[config.mk]
export PLATFORM = sky130hd
export DESIGN_NAME = nf_cf_compress
export DESIGN_NICKNAME = d
export VERILOG_FILES = /design/src/rtl/nf_cf_compress.sv
export SDC_FILE = /design/constraint.sdc
export NUM_CORES = 1
export LEC_CHECK = 0
export BUFFER_PORTS_ARGS = -buffer_cell sky130_fd_sc_hd__buf_2
export CORE_MARGIN = 4
export CORE_UTILIZATION = 48
export DETAILED_ROUTE_END_ITERATION = 8
export GPL_ROUTABILITY_DRIVEN = 0
export GPL_TIMING_DRIVEN = 0
export PLACE_DENSITY = 0.84
export SLEW_MARGIN = 15
export SYNTH_ARGS = -nofsm -noshare
export SYNTH_HDL_FRONTEND = slang
export SYNTH_SLANG_ARGS = --single-unit
[constraint.sdc]
create_clock -name clk -period 1.3 [get_ports clk]
set_input_delay 0.26 -clock clk [delete_from_list [all_inputs] [get_ports clk]]
set_output_delay 0.26 -clock clk [all_outputs]
set_load 0.02 [all_outputs]
[src/rtl/nf_cf_compress.sv]
// NullFresh coordinate-function compression stage: registers 27 expanded shares per bit,
// then XOR-folds each group of 9 into one of 3 output shares. Optional NF_REMASK_EN adds fresh remasking.
module nf_cf_compress #(
  parameter int WIDTH = 4,
  parameter int NIN   = 27,
  parameter int NOUT  = 3
) (
  input  logic                    clk,
  input  logic                    rst_n,
  input  logic                    flush,
  input  logic [WIDTH*NIN-1:0]    in_shares,
  input  logic                    in_valid,
  output logic                    in_ready,
  output logic [WIDTH*NOUT-1:0]   out_shares,
  output logic                    out_valid,
  input  logic                    out_ready,
  output logic                    busy
`ifdef NF_REMASK_EN
  ,
  input  logic [WIDTH*2-1:0]      fresh
`endif
);

  localparam int GRP = NIN / NOUT;

  logic [WIDTH*NIN-1:0]  s1_data_reg;
  logic                  s1_v_reg;
  logic [WIDTH*NOUT-1:0] s2_data_reg;
  logic                  s2_v_reg;

  logic                  en1;
  logic                  en2;
  logic [WIDTH*NOUT-1:0] comp_next;
  logic [WIDTH*NOUT-1:0] mask_next;

  assign en2      = s1_v_reg & (~s2_v_reg | out_ready);
  assign in_ready = ~s1_v_reg | en2;
  assign en1      = in_valid & in_ready;

  // Compression folds only the stage-1 register outputs, never the raw inputs.
  for (genvar gi = 0; gi < WIDTH; gi++) begin : g_bit
    for (genvar gs = 0; gs < NOUT; gs++) begin : g_share
      assign comp_next[gi*NOUT+gs] = ^s1_data_reg[gi*NIN + gs*GRP +: GRP];
    end
`ifdef NF_REMASK_EN
    // Third share absorbs r0^r1 so the recombined value is unchanged.
    assign mask_next[gi*NOUT+0] = fresh[2*gi];
    assign mask_next[gi*NOUT+1] = fresh[2*gi+1];
    assign mask_next[gi*NOUT+2] = fresh[2*gi] ^ fresh[2*gi+1];
`else
    assign mask_next[gi*NOUT +: NOUT] = '0;
`endif
  end

  always_ff @(posedge clk or negedge rst_n) begin
    if (!rst_n) begin
      s1_v_reg    <= 1'b0;
      s1_data_reg <= '0;
    end else if (flush) begin
      s1_v_reg    <= 1'b0;
      s1_data_reg <= '0;
    end else begin
      s1_v_reg <= en1 | (s1_v_reg & ~en2);
      if (en1) begin
        s1_data_reg <= in_shares;
      end
    end
  end

  always_ff @(posedge clk or negedge rst_n) begin
    if (!rst_n) begin
      s2_v_reg    <= 1'b0;
      s2_data_reg <= '0;
    end else if (flush) begin
      s2_v_reg    <= 1'b0;
      s2_data_reg <= '0;
    end else begin
      s2_v_reg <= en2 | (s2_v_reg & ~out_ready);
      if (en2) begin
        s2_data_reg <= comp_next ^ mask_next;
      end
    end
  end

  assign out_shares = s2_data_reg;
  assign out_valid  = s2_v_reg;
  assign busy       = s1_v_reg | s2_v_reg;

endmodule

# After elaboration in Yosys (flattened, before gate mapping)
# Index checks and enable logic that the tools add are counted.
# classes
addsub,0
mul,0
div,0
n_lt_le_gt_ge,0
eq_ne,0
shift,0
n_mux,6
n_bitwise,13
n_reduce_logical,14
# op_table
operator,count
$mux 108,2
$reduce_xor 9->1,12
$mux 12,2
$or 1x1->1,5
$and 1x1->1,4
$not 1->1,4
$reduce_bool 2->1,2
$mux 1,2
# totals
ff_bits,122
latch_bits,0
ram_bits,0
rom_bits,0
input_bits,113
out_inout_bits,15
elab_cells,37
n_memories,0

# Logic depth before layout (Yosys ltp)
# logic_depth
word_depth,7
mapped_depth,6
depth_no_buf,4

# Least setup slack after synthesis
# OpenSTA, ideal clock, no wires.
# synth_path
kind,register to register
startpoint,reg s2_v_reg (netlist: out_valid)
endpoint,reg s1_data_reg[56]
setup_ns,0.121
arrival_ns,1.440
t_required_ns,1.179
slack_ns,-0.261
stages_incl_launch_ff,7
path_buffers,2
period_less_slack_ns,1.561
cell_sequence,dfrtp_1 > nand3b_2 > nand2_1 > nor2_4 > buf_4 > buf_2 > a22o_1
# synth_between
elab_chain_cells,6
# synth_rtl
item,line_no,text
from (decl),29,logic s2_v_reg;
from (signal assigned),78,s2_v_reg <= en2 | (s2_v_reg & ~out_ready);
$not 1->1,36,assign en2 = s1_v_reg & (~s2_v_reg | out_ready);
$or 1x1->1,36,
$and 1x1->1,36,
$or 1x1->1,37,assign in_ready = ~s1_v_reg | en2;
net in_ready,13,"output logic in_ready,"
$and 1x1->1,38,assign en1 = in_valid & in_ready;
$reduce_bool 2->1 (no source line),n/a,
to (signal assigned),65,s1_data_reg <= in_shares;
to (decl),26,logic [WIDTH*NIN-1:0] s1_data_reg;
# The timed path passes the listed nets, and every way through them passes these cells.
# A chain may end at the register's enable or synchronous reset.

# Worst setup path in the final report
# layout_path
startpoint,reg s2_v_reg (netlist: out_valid)
endpoint,out busy
# layout_between
elab_chain_cells,1
# layout_rtl
item,line_no,text
$or 1x1->1,87,assign busy = s1_v_reg | s2_v_reg;
to (decl),17,output logic busy
# No other way between the ends.

==> summary.txt <==
GRT
  – Met2 GRT Util: a little under half
  – Largest net degree at the start of global routing: 63
  – Total gr overflow: 0
  – Met1 Resource Use GR: about 29%
  – Met3 Use GR: ~6.3%
  – Initial antenna violation count: 2
  – Vias in the first global route: just under 5000
  – Layer with the highest usage: met2
  – First-pass GRT wire length: 25300 µm
  – Gr usage total: around a quarter

Setup path
  – CP max-delay cell: dfrtp_2
  – CP Data Required Time: ~1000 ps
  – Critical path class: reg2out
  – CP endpoint kind: output port
  – Crit path DAT: around 1300 ps
  – Worst setup SP type: flop
  – CP cell instances: or2_4 -> buf_6
  – Crit path max fanout: 2
  – Slowest cell delay on critical path: slightly above 400 ps

Routing
  – Via count: 4466
  – Routed Antenna Nets: 0
  – Drt first pass iters: 4
  – Remaining DRCs: 0
  – WL/cell: between 20 and 25 µm
  – Via density per instance: 5.49
  – DR iter-0 viols: roughly 240
  – WL final: ~18000 µm

Yosys
  – Most frequent cells after synthesis: dfrtp_1 (122), a22o_1 (120), xnor2_1 (60), xnor3_1 (12), xor2_1 (12)
  – Synth area leaders: dfrtp_1 (59%), a22o_1 (20%), xnor2_1 (10%), xnor3_1 (5.2%), xor2_1 (2.0%)
  – Post-Synthesis Cells: roughly 360
  – Sequential element share of the synthesized area: approximately three fifths
  – Distinct cells, synth: 18
  – Count leader, synth: dfrtp_1
  – EDFF count, synth: 0
  – Mapped Nets: 477
  – Post-synth top area share: between 50% and 60%
  – Cell accounting for the most synthesized area: dfrtp_1
  – Synthesized area per cell: approximately 14 µm²
  – Ys Warns: 0
  – Post-synth top flop: dfrtp_1
  – Fraction of registers with async set/reset: 100%
  – Post-synthesis cell area: roughly 5200 µm²
  – Synthesis-stage register bit count: about 120

Floorplan
  – Die Wd: 112 µm
  – I/O Pins: about 130
  – Core area: 10500 µm²
  – Die span in y: 112 µm
  – # rows: 37
  – Die Area: ~13000 µm²
  – Effective utilization at floorplan: between 40% and 50%

STA
  – Fin Clk Skew: between 9 and 10 ps
  – Period utilization: 121%
  – Final worst slack: -272 ps
  – FMAX: 636 MHz
  – Final hold viol count: 0
  – Fin. max-slew vios: 0
  – Hold_ws: slightly above 100 ps
  – Worst slew pin tran: a little under 600 ps
  – Unrepaired setup endpoints after global routing: true
  – Rel. slew slack: between 60% and 70%
  – Final setup viols: roughly 130
  – Minimum clock period: between 1500 and 2000 ps

Layout
  – Layout Cells excl Fill: 814
  – Layout Cell Area excl Fill: a little under 9000 µm²
  – Synth-to-layout area growth: 68.8%
  – Share of post-route cells with drive strength above 1: a little over a third
  – Fillers: roughly 480
  – Max FFs per register: 108
  – Fin nets: between 700 and 800

Power and ir drop
  – Internal: 8.73 mW
  – Pwr/cell area: roughly 1300 nW/µm²
  – Clock power frac: 43.1%
  – Worst vdd ir: about 1.3 mV
  – Leakage: 4.35 nW
  – Logic pwr share: between 20% and 30%
  – Psw: 2.87 mW
  – Flop pwr share: between 30% and 40%
  – Sw Ratio: approximately 25%

CTS
  – H-tree Lvls: 4
  – Clock sink count: 122
  – Clock root buffer: clkbuf_8
  – Cts bufs inserted: 17
  – Clock latency at the later pin of the worst-skew pair: 510 ps
  – Clock buffer depth: 2
  – CTS tree: built
  – CTS clk-pin slew, worst paths: ~60 ps

Worst hold path
  – Hold crit path type: in2reg

Run status
  – Failing checks: setup timing
  – Status: finished, violations left

Placement
  – Detailed placement HPWL: ~8300 µm
  – Dpl cells: approximately 630
  – Port-buffer cells: between 100 and 150
  – Area after DPL: between 6000 and 7000 µm²

Flow run
  – Max Cap Viol: 0
## critical path: cells and delay by family, from the launching register on
family	cells	cell delay (ps)
flip-flops	1	410
AND/OR/NAND/NOR	1	260
buffers and inverters	1	130
## cell type report
| class | instances | area (µm²) | share of cell area (%) |
|---|---|---|---|
| Timing Repair Buffer | 280 | 2480 | 28.2 |
| Tap cell | 136 | 170 | 1.93 |
| Inverter | 2 | 7.51 | 0.0854 |
| Antenna cell | 2 | 5.00 | 0.0569 |
| Buffer | 25 | 353 | 4.01 |
| Multi-Input combinational cell | 215 | 2100 | 23.9 |
| Clock buffer | 20 | 455 | 5.18 |
| Sequential cell | 122 | 3060 | 34.7 |
| Clock inverter | 12 | 170 | 1.93 |
## worst paths after layout
| check | startpoint | end | slack (ps) | cells past startpoint |
|---|---|---|---|---|
| max | out_valid | busy | -270 | 2 |
| min in group asynchronous | rst_n | s1_data_reg[80] | 310 | 2 |
| max reg2reg | s1_v_reg | s1_data_reg[75] | -260 | 7 |
| min reg2reg | s1_data_reg[12] | s1_data_reg[12] | 530 | 1 |
| max in group asynchronous | rst_n | s1_v_reg | 250 | 3 |
| min | out_ready | s1_v_reg | 100 | 3 |
## layout by cell type (no fill, tap or decap), types with 5 or more instances in the layout
cell / synthesis / layout
a22o_1: 120 / 120
dfrtp_1: 122 / 120
dlygate4sd3_1: 0 / 110
buf_2: 10 / 110
xnor2_1: 60 / 54
buf_6: 0 / 27
clkbuf_16: 0 / 27
buf_8: 0 / 20
buf_4: 4 / 18
xor2_1: 12 / 12
xnor3_1: 12 / 12
buf_12: 0 / 6
xnor2_2: 0 / 6
clkbuf_8: 0 / 5
clkinv_2: 0 / 5
## repair_timing
item | CTS | global route
cloned | 1 | 11
resized for setup | 78 | 37
pin swaps | 26 | 104
buffers inserted | 20 | 12
hold endpoints to repair | 169 | 0
hold buffers | 110 | 0
setup endpoints to repair | 135 | 135
## power groups by stage
stage               combinational [mW]  clock, mW  sequential (mW)
finish                            2.32       5.00             4.27
global route                      2.46       5.23             4.29
floorplan                        0.982          0             4.32
global placement                  1.46          0             4.28
detailed placement                1.52          0             4.30
CTS                               2.02       4.99             4.25
## cells by family after synthesis
logic type             Yosys count  share of synthesized area (%)
AO/OA/AOI/OAI                  124                           20.8
XOR/XNOR                        84                           17.3
buffers and inverters           27                           2.47
flip-flops                     122                           58.6
AND/OR/NAND/NOR                  7                          0.888
## per-layer routing
layer / part of all wire (%) / routed length (µm)
met1: 36 / 6500
met2: 55 / 9800
met3: 4.5 / 802
met4: 4.1 / 732
met5: 0 / 0
## stage by stage
step	utilization, %	total power [mW]	setup TNS [ps]	setup WS [ps]
final	84.1	11.6	-24200	-272
after global routing	84.1	12.0	-29720	-310
after CTS	79.0	11.3	-14230	-271
after detailed placement	58.3	5.83	-22110	-501
after global placement	57.9	5.74	-190680	-1630
after floorplan	-	5.30	-557	-58.2
(Power assumes the default switching activity.)
